**src/rtl/dlfloat_result_streamer.sv**
```systemverilog
// dlfloat_result_streamer: FIFO-buffered DLFloat16 result serializer, MSB byte first, valid/ready output.
// Optional DLF_SPECIAL_FLAG_EN adds out_special {all-ones, all-zeros} flags aligned with out_byte.
module dlfloat_result_streamer #(
  parameter int DEPTH  = 4,
  parameter int ADDR_W = 2
) (
  input  logic              clk,
  input  logic              rst,
  input  logic              in_valid,
  output logic              in_ready,
  input  logic [15:0]       in_data,
  output logic              out_valid,
  input  logic              out_ready,
  output logic [7:0]        out_byte,
  output logic              out_last,
  output logic [ADDR_W:0]   fifo_count,
  output logic              overflow,
  input  logic              clr_ovf
`ifdef DLF_SPECIAL_FLAG_EN
  ,
  output logic [1:0]        out_special
`endif
);
  typedef enum logic [1:0] {IDLE, MSB, LSB} state_t;
  state_t            r_state;
  logic [15:0]       r_mem [DEPTH];
  logic [15:0]       r_hold;
  logic [ADDR_W-1:0] r_wr_ptr, r_rd_ptr;
  logic [ADDR_W:0]   r_count;
  logic              w_push, w_pop;
  logic [15:0]       w_head;
  assign in_ready   = r_count != (ADDR_W+1)'(DEPTH);
  assign fifo_count = r_count;
  assign w_head     = r_mem[r_rd_ptr];
  assign w_push     = in_valid & in_ready;
  // LSB acceptance chains straight into the next word so the stream has no bubble
  assign w_pop      = (r_count != '0) & ((r_state == IDLE) | ((r_state == LSB) & out_ready));
  always_ff @(posedge clk)
    if (w_push) r_mem[r_wr_ptr] <= in_data;
  always_ff @(posedge clk) begin
    if (rst) begin
      r_state   <= IDLE;
      r_hold    <= '0;
      r_wr_ptr  <= '0;
      r_rd_ptr  <= '0;
      r_count   <= '0;
      out_valid <= 1'b0;
      out_byte  <= '0;
      out_last  <= 1'b0;
      overflow  <= 1'b0;
`ifdef DLF_SPECIAL_FLAG_EN
      out_special <= '0;
`endif
    end else begin
      r_count  <= r_count + {{ADDR_W{1'b0}}, w_push} - {{ADDR_W{1'b0}}, w_pop};
      overflow <= (in_valid & ~in_ready) | (overflow & ~clr_ovf);
      if (w_push) r_wr_ptr <= r_wr_ptr + 1'b1;
      if (w_pop) begin
        r_rd_ptr  <= r_rd_ptr + 1'b1;
        r_hold    <= w_head;
        out_byte  <= w_head[15:8];
        out_last  <= 1'b0;
        out_valid <= 1'b1;
        r_state   <= MSB;
`ifdef DLF_SPECIAL_FLAG_EN
        out_special <= {w_head == 16'hFFFF, w_head == 16'h0000};
`endif
      end else if (r_state == MSB && out_ready) begin
        out_byte <= r_hold[7:0];
        out_last <= 1'b1;
        r_state  <= LSB;
      end else if (r_state == LSB && out_ready) begin
        out_valid <= 1'b0;
        out_last  <= 1'b0;
        r_state   <= IDLE;
`ifdef DLF_SPECIAL_FLAG_EN
        out_special <= '0;
`endif
      end
    end
  end
endmodule
```
**config.mk**
```make
export PLATFORM = sky130hd
export DESIGN_NAME = dlfloat_result_streamer
export DESIGN_NICKNAME = d
export VERILOG_FILES = /design/src/rtl/dlfloat_result_streamer.sv
export SDC_FILE = /design/constraint.sdc
export NUM_CORES = 1
export LEC_CHECK = 0
export BUFFER_PORTS_ARGS = -buffer_cell sky130_fd_sc_hd__buf_2
export CAP_MARGIN = 20
export CORE_MARGIN = 2
export CORE_UTILIZATION = 30
export DETAILED_ROUTE_END_ITERATION = 12
export SYNTH_ARGS = -nofsm -noshare
export SYNTH_HDL_FRONTEND = slang
export SYNTH_SLANG_ARGS = --single-unit
export TNS_END_PERCENT = 20
```
**constraint.sdc**
```tcl
create_clock -name clk -period 3.44 [get_ports clk]
set_input_delay 0 -clock clk [delete_from_list [all_inputs] [get_ports clk]]
set_output_delay 0 -clock clk [all_outputs]
set_load 0.02 [all_outputs]
```
# ---- Word level (Yosys, flattened, before mapping)
# Memories as Yosys holds them, arrays and structs flattened. A register that Yosys moved wholly into a read port is not among the register bits.
# Index checks and enable logic that the tools add are counted.
dict set report word_totals {
  ff_bits 28
  latchBits 0
  ram_bits 64
  romBits 0
  in_bits 21
  output_inout_bits 15
  elab_cells 51
  memories 1
}
# memory depth word_bits rd rd_clocked_by_memory_dff write_ports line
set mem_list {}
lappend mem_list {r_mem 4 16 1 1 1 26} ;# logic [15:0] r_mem [DEPTH];
dict set report classes {
  addsub 4
  n_mul 0
  n_div 0
  magnitude_cmp 0
  eq_ne 4
  n_shift 0
  mux 13
  bitwise_logic 9
  reduce_logical 10
}
# operator count
set op_table {}
lappend op_table {{two-way mux 8 bit} 2}
lappend op_table {{two-way mux 2 bit} 4}
lappend op_table {{two-way mux 1 bit} 7}
lappend op_table {{nonzero test 2 bit} 3}
lappend op_table {{nonzero test 3 bit} 2}
lappend op_table {{bitwise AND 1 bit} 5}
lappend op_table {{adder 2 x 1 -> 2 bit (second input constant)} 2}
lappend op_table {{adder 3 x 1 -> 3 bit} 1}
lappend op_table {{inequality test 3 bit (second input constant)} 1}
lappend op_table {{subtractor 3 x 1 -> 3 bit} 1}
lappend op_table {{equality test 2 x 1 -> 1 bit (second input constant)} 1}
lappend op_table {{equality test 2 bit (second input constant)} 1}
lappend op_table {{logical AND 1 bit} 2}
lappend op_table {{logical NOT 2 bit} 1}
lappend op_table {{inequality test 2 bit (second input constant)} 1}
lappend op_table {{NOT 1 bit} 2}
lappend op_table {{bitwise OR 1 bit} 2}
lappend op_table {{AND reduction 2 bit} 1}
lappend op_table {{OR reduction 2 bit} 1}

# ---- Logic depth before layout (Yosys ltp)
dict set report logic_depth {
  depth_word 6
  mapped_depth 12
}

# ---- Worst setup path before layout
# OpenSTA, ideal clock, no wires.
dict set report synth_timing {
  kind {register to register}
  from {register out_last (netlist name)}
  to {register r_count[2] (netlist: fifo_count[2])}
  arrival_time_ns 2.500
  slack_ns 0.862
  path_stages_with_launch 13
  n_path_buf 1
  cell_sequence {dfxtp_1 -> nor2b_1 -> or3_1 -> buf_4 -> inv_1 -> ha_1 -> inv_1 -> ha_1 -> inv_1 -> fa_1 -> xor2_1 -> and2_1 -> nor3_1}
}
# item line
set synth_rtl {}
lappend synth_rtl {{end signal: assignment} 55} ;# r_count <= r_count + {{ADDR_W{1'b0}}, w_push} - {{ADDR_W{1'b0}}, w_pop};
lappend synth_rtl {{end: declaration} 29} ;# logic [ADDR_W:0] r_count;

==> run summary <==
worst vdd ir: 0.273 mV
Final #Nets: 290
ANT cells: 0
Post-synth top flop: edfxtp_1
Critical Path End Type: flop
CTS tree: built
outcome: finished clean
Syn Area/Cell: 17.5 sq um
Worst Hold Path EP: r_wr_ptr[1]
Bufs and invs on worst path: 3
most frequent cell after synthesis: edfxtp_1
RSZ-0062 raised after global routing: false
R2R setup slack: 0.59 ns
fillers: 1125
DRT iter0 DRCs: 68
Slowest Stage Delay on Critical Path: 0.50 ns
Register-to-Register Path Depth: 11
Die Footprint: 0.0131 sq mm
pin count of the biggest net entering global routing: 24
yosys warns: 0
Final period util: 0.828
Tmin final: 2.85 ns
Slowest cell on crit path: nor2b_1
R2R Path End: fifo_count[2]
dominant cells by area after synthesis: edfxtp_1 52%, dfxtp_1 16%, mux4_1 10%
detailed placement HPWL: 4030 microns
first-pass GRT wire length: 10500 microns
fraction of layout cells with a size suffix above 1: 0.206
clock slew seen by the registers of the worst setup and hold paths: 0.06 ns
antenna violations before repair: 0
htree depth: 3
crit path kind: flop to flop
latest clock arrival within the worst-skew pair: 0.34 ns
PwrDens: 759 mW/mm^2
asr flop ratio synth: 0
library cells used by synthesis: 39
Via density: 4.65
antenna viol nets, final: 0
number of global-route vias before repair: 1979
CP required: 3.70 ns
CTS root buf: clkbuf_16
static leakage: 1.62 nW
Hold Crit Class: primary input to flop
CTS Sinks: 93
post-route cell area: 0.00439 sq mm
Worst Hold Depth: 3
Via Count: 1927
most frequent CP cell: inv_1
routed length per instance: 16.1 microns
chip height: 114 microns
cells along the critical path: nor2b_1 > or3_1 > inv_1 > ha_1 > inv_1 > ha_1 > inv_1 > fa_1 > xor2_1 > and2_1 > nor3_1
Synth Instances: 209
maximum clock rate: 0.351 GHz
total core area: 0.0120 sq mm
DRC Markers: 0
final wirelength: 6650 microns
Final Setup Violations: 0
Area Overhead vs Synth: 19.9%
Starting Density: 0.306
gr usage total: 0.111
worst-path fanout max: 11
drt pass-1 iters: 4
CP top delay family: simple AND/OR/NAND/NOR gates
final-report hold violation count: 0
Slew Limit Fails: 0
reg2reg start: out_last
final setup TNS: 0 ns
Yosys reg bits: 93
Synth area leader: edfxtp_1
DIE WIDTH: 114 microns
Post-Syn Area: 0.00366 sq mm
# IOs: 36
gp weighted congestion: 0.671
Max Cap Viol: 0
CP Launch Type: flop
Post-CTS Setup Repair Bufs: 0
Overflow after GRT: 0
Rel. slew slack: 0.364
CTS buffer count: 9
clock buffer depth: 2
Worst Path Arrival: 3.11 ns
Post-synth top cells: 64 x edfxtp_1, 29 x dfxtp_1, 14 x mux4_1, 11 x nor2b_1
placed cell area: 0.00395 sq mm
Worst Hold Launch: in_valid
register area share after synthesis: 0.684
measured slew at the worst slew-check pin: 0.954 ns
Synth top area share: 0.525
port bufs: 35
Rows: 40
Post-synth EDFFs: 64
Synth Net Count: 237
Fin Clk Skew: 0.00455 ns
layer usage:
metal  share of wire  vias up  routed length [microns]  track usage
met4           0.015        0                      103       0.0439
met2            0.48       45                     3180        0.176
met1            0.46      940                     3050        0.137
met5               0        -                        0            0
li1                -      935                        -            -
met3           0.049        7                      324       0.0429
cells by family (layout without fill, tap and decap cells):
family,after synthesis,count (layout),share of synthesized area
DFF,93,93,0.684
and+or+nand+nor,36,36,0.0619
AOI/OAI and AO/OA,29,29,0.0602
muxes,25,25,0.138
buffers and inverters,18,76,0.0284
adders and majority gates,7,7,0.0260
xor gates and xnor gates,1,1,0.00239
placed cells by master (no fill, tap or decap):
| master | instances |
|---|---|
| nand3b_1 | 1 |
| inv_1 | 6 |
| buf_4 | 1 |
| nand2b_1 | 1 |
| and2_1 | 1 |
| fa_1 | 1 |
| nor3_1 | 1 |
| clkbuf_16 | 9 |
| dfxtp_1 | 29 |
| clkinvlp_4 | 2 |
| nor4_4 | 1 |
| or4_1 | 1 |
| mux2i_1 | 8 |
| nor2_1 | 5 |
| nand3_1 | 3 |
| nor2b_1 | 11 |
| o31ai_1 | 1 |
| edfxtp_1 | 64 |
| a22o_1 | 8 |
| o21ai_0 | 1 |
| clkinv_2 | 2 |
| o2bb2ai_1 | 8 |
| mux4_2 | 2 |
| nor3_2 | 1 |
| mux4_1 | 14 |
| ha_1 | 6 |
| a21o_1 | 2 |
| o31ai_2 | 1 |
| a21oi_1 | 8 |
| buf_2 | 35 |
| and3_1 | 4 |
| xor2_1 | 1 |
| clkbuf_1 | 3 |
| nand2_1 | 3 |
| nor4b_1 | 1 |
| or3b_1 | 1 |
| dlygate4sd3_1 | 18 |
| or3_1 | 1 |
| mux2_2 | 1 |
metrics by stage:
| step | power, mW | hold slack (ns) | std cells | worst slack (ns) | util |
|---|---|---|---|---|---|
| 3_5_place_dp | 2.48 | 0.218 | 380 | 0.633 | 0.330 |
| 4_1_cts | 3.38 | 0.0122 | 414 | 0.588 | 0.367 |
| 3_3_place_gp | 2.46 | 0.214 | 380 | 0.758 | 0.330 |
| 6_report | 3.33 | 0.0144 | 414 | 0.591 | 0.367 |
| 2_1_floorplan | 2.26 | 0.0989 | 209 | 0.862 | - |
| 5_1_grt | 3.53 | 0.0195 | 414 | 0.327 | 0.367 |
worst register-to-register path, cell delays in order, from the launching register on:
cell     delay [ns]
dfxtp_1        0.37
nor2b_1        0.50
or3_1          0.49
inv_1          0.09
ha_1           0.28
inv_1          0.06
ha_1           0.13
inv_1          0.05
fa_1           0.37
xor2_1         0.16
and2_1         0.17
nor3_1         0.12
worst max-delay path by stage:
stage / startpoint / to / slack, ns / cells after the start
finish: out_last / fifo_count[2] / 0.59 / 11
global route: out_last / fifo_count[2] / 0.33 / 11
CTS: out_last / fifo_count[2] / 0.59 / 11
detailed placement: out_last / fifo_count[2] / 0.63 / 11
global placement: out_last / fifo_count[2] / 0.76 / 11
floorplan: out_last / fifo_count[2] / 0.86 / 12
sequential cells by signal, indices dropped and copies added (netlist names), named ones only:
register / cells
r_mem: 64
out_byte: 8
r_hold: 8
fifo_count: 3
r_rd_ptr: 2
r_wr_ptr: 2
out_last: 1
out_valid: 1
overflow: 1
r_state: 1
power by group:
group	internal [mW]	leakage [nW]	total, mW	switching (mW)
registers	1.42	0.825	1.55	0.138
logic	0.420	0.676	0.903	0.483
clock network	0.487	0.123	0.873	0.385
total	2.32	1.62	3.33	1.01
cell type report:
class                      count  area (sq um)  area share
clock buffer                  12           236      0.0539
clock inverter                 4          25.0     0.00570
inverter                       6          22.5     0.00513
multi-input combinational     98          1050       0.240
sequential                    93          2500       0.570
tap                          147           184      0.0419
timing repair buffer          54           363      0.0827
timing repair:
item,4_1_cts,5_1_grt
hold buffers,18,0
hold endpoints to repair,66,0
gates resized for setup,0,0
Note: power is estimated with default switching activity, not from simulation.
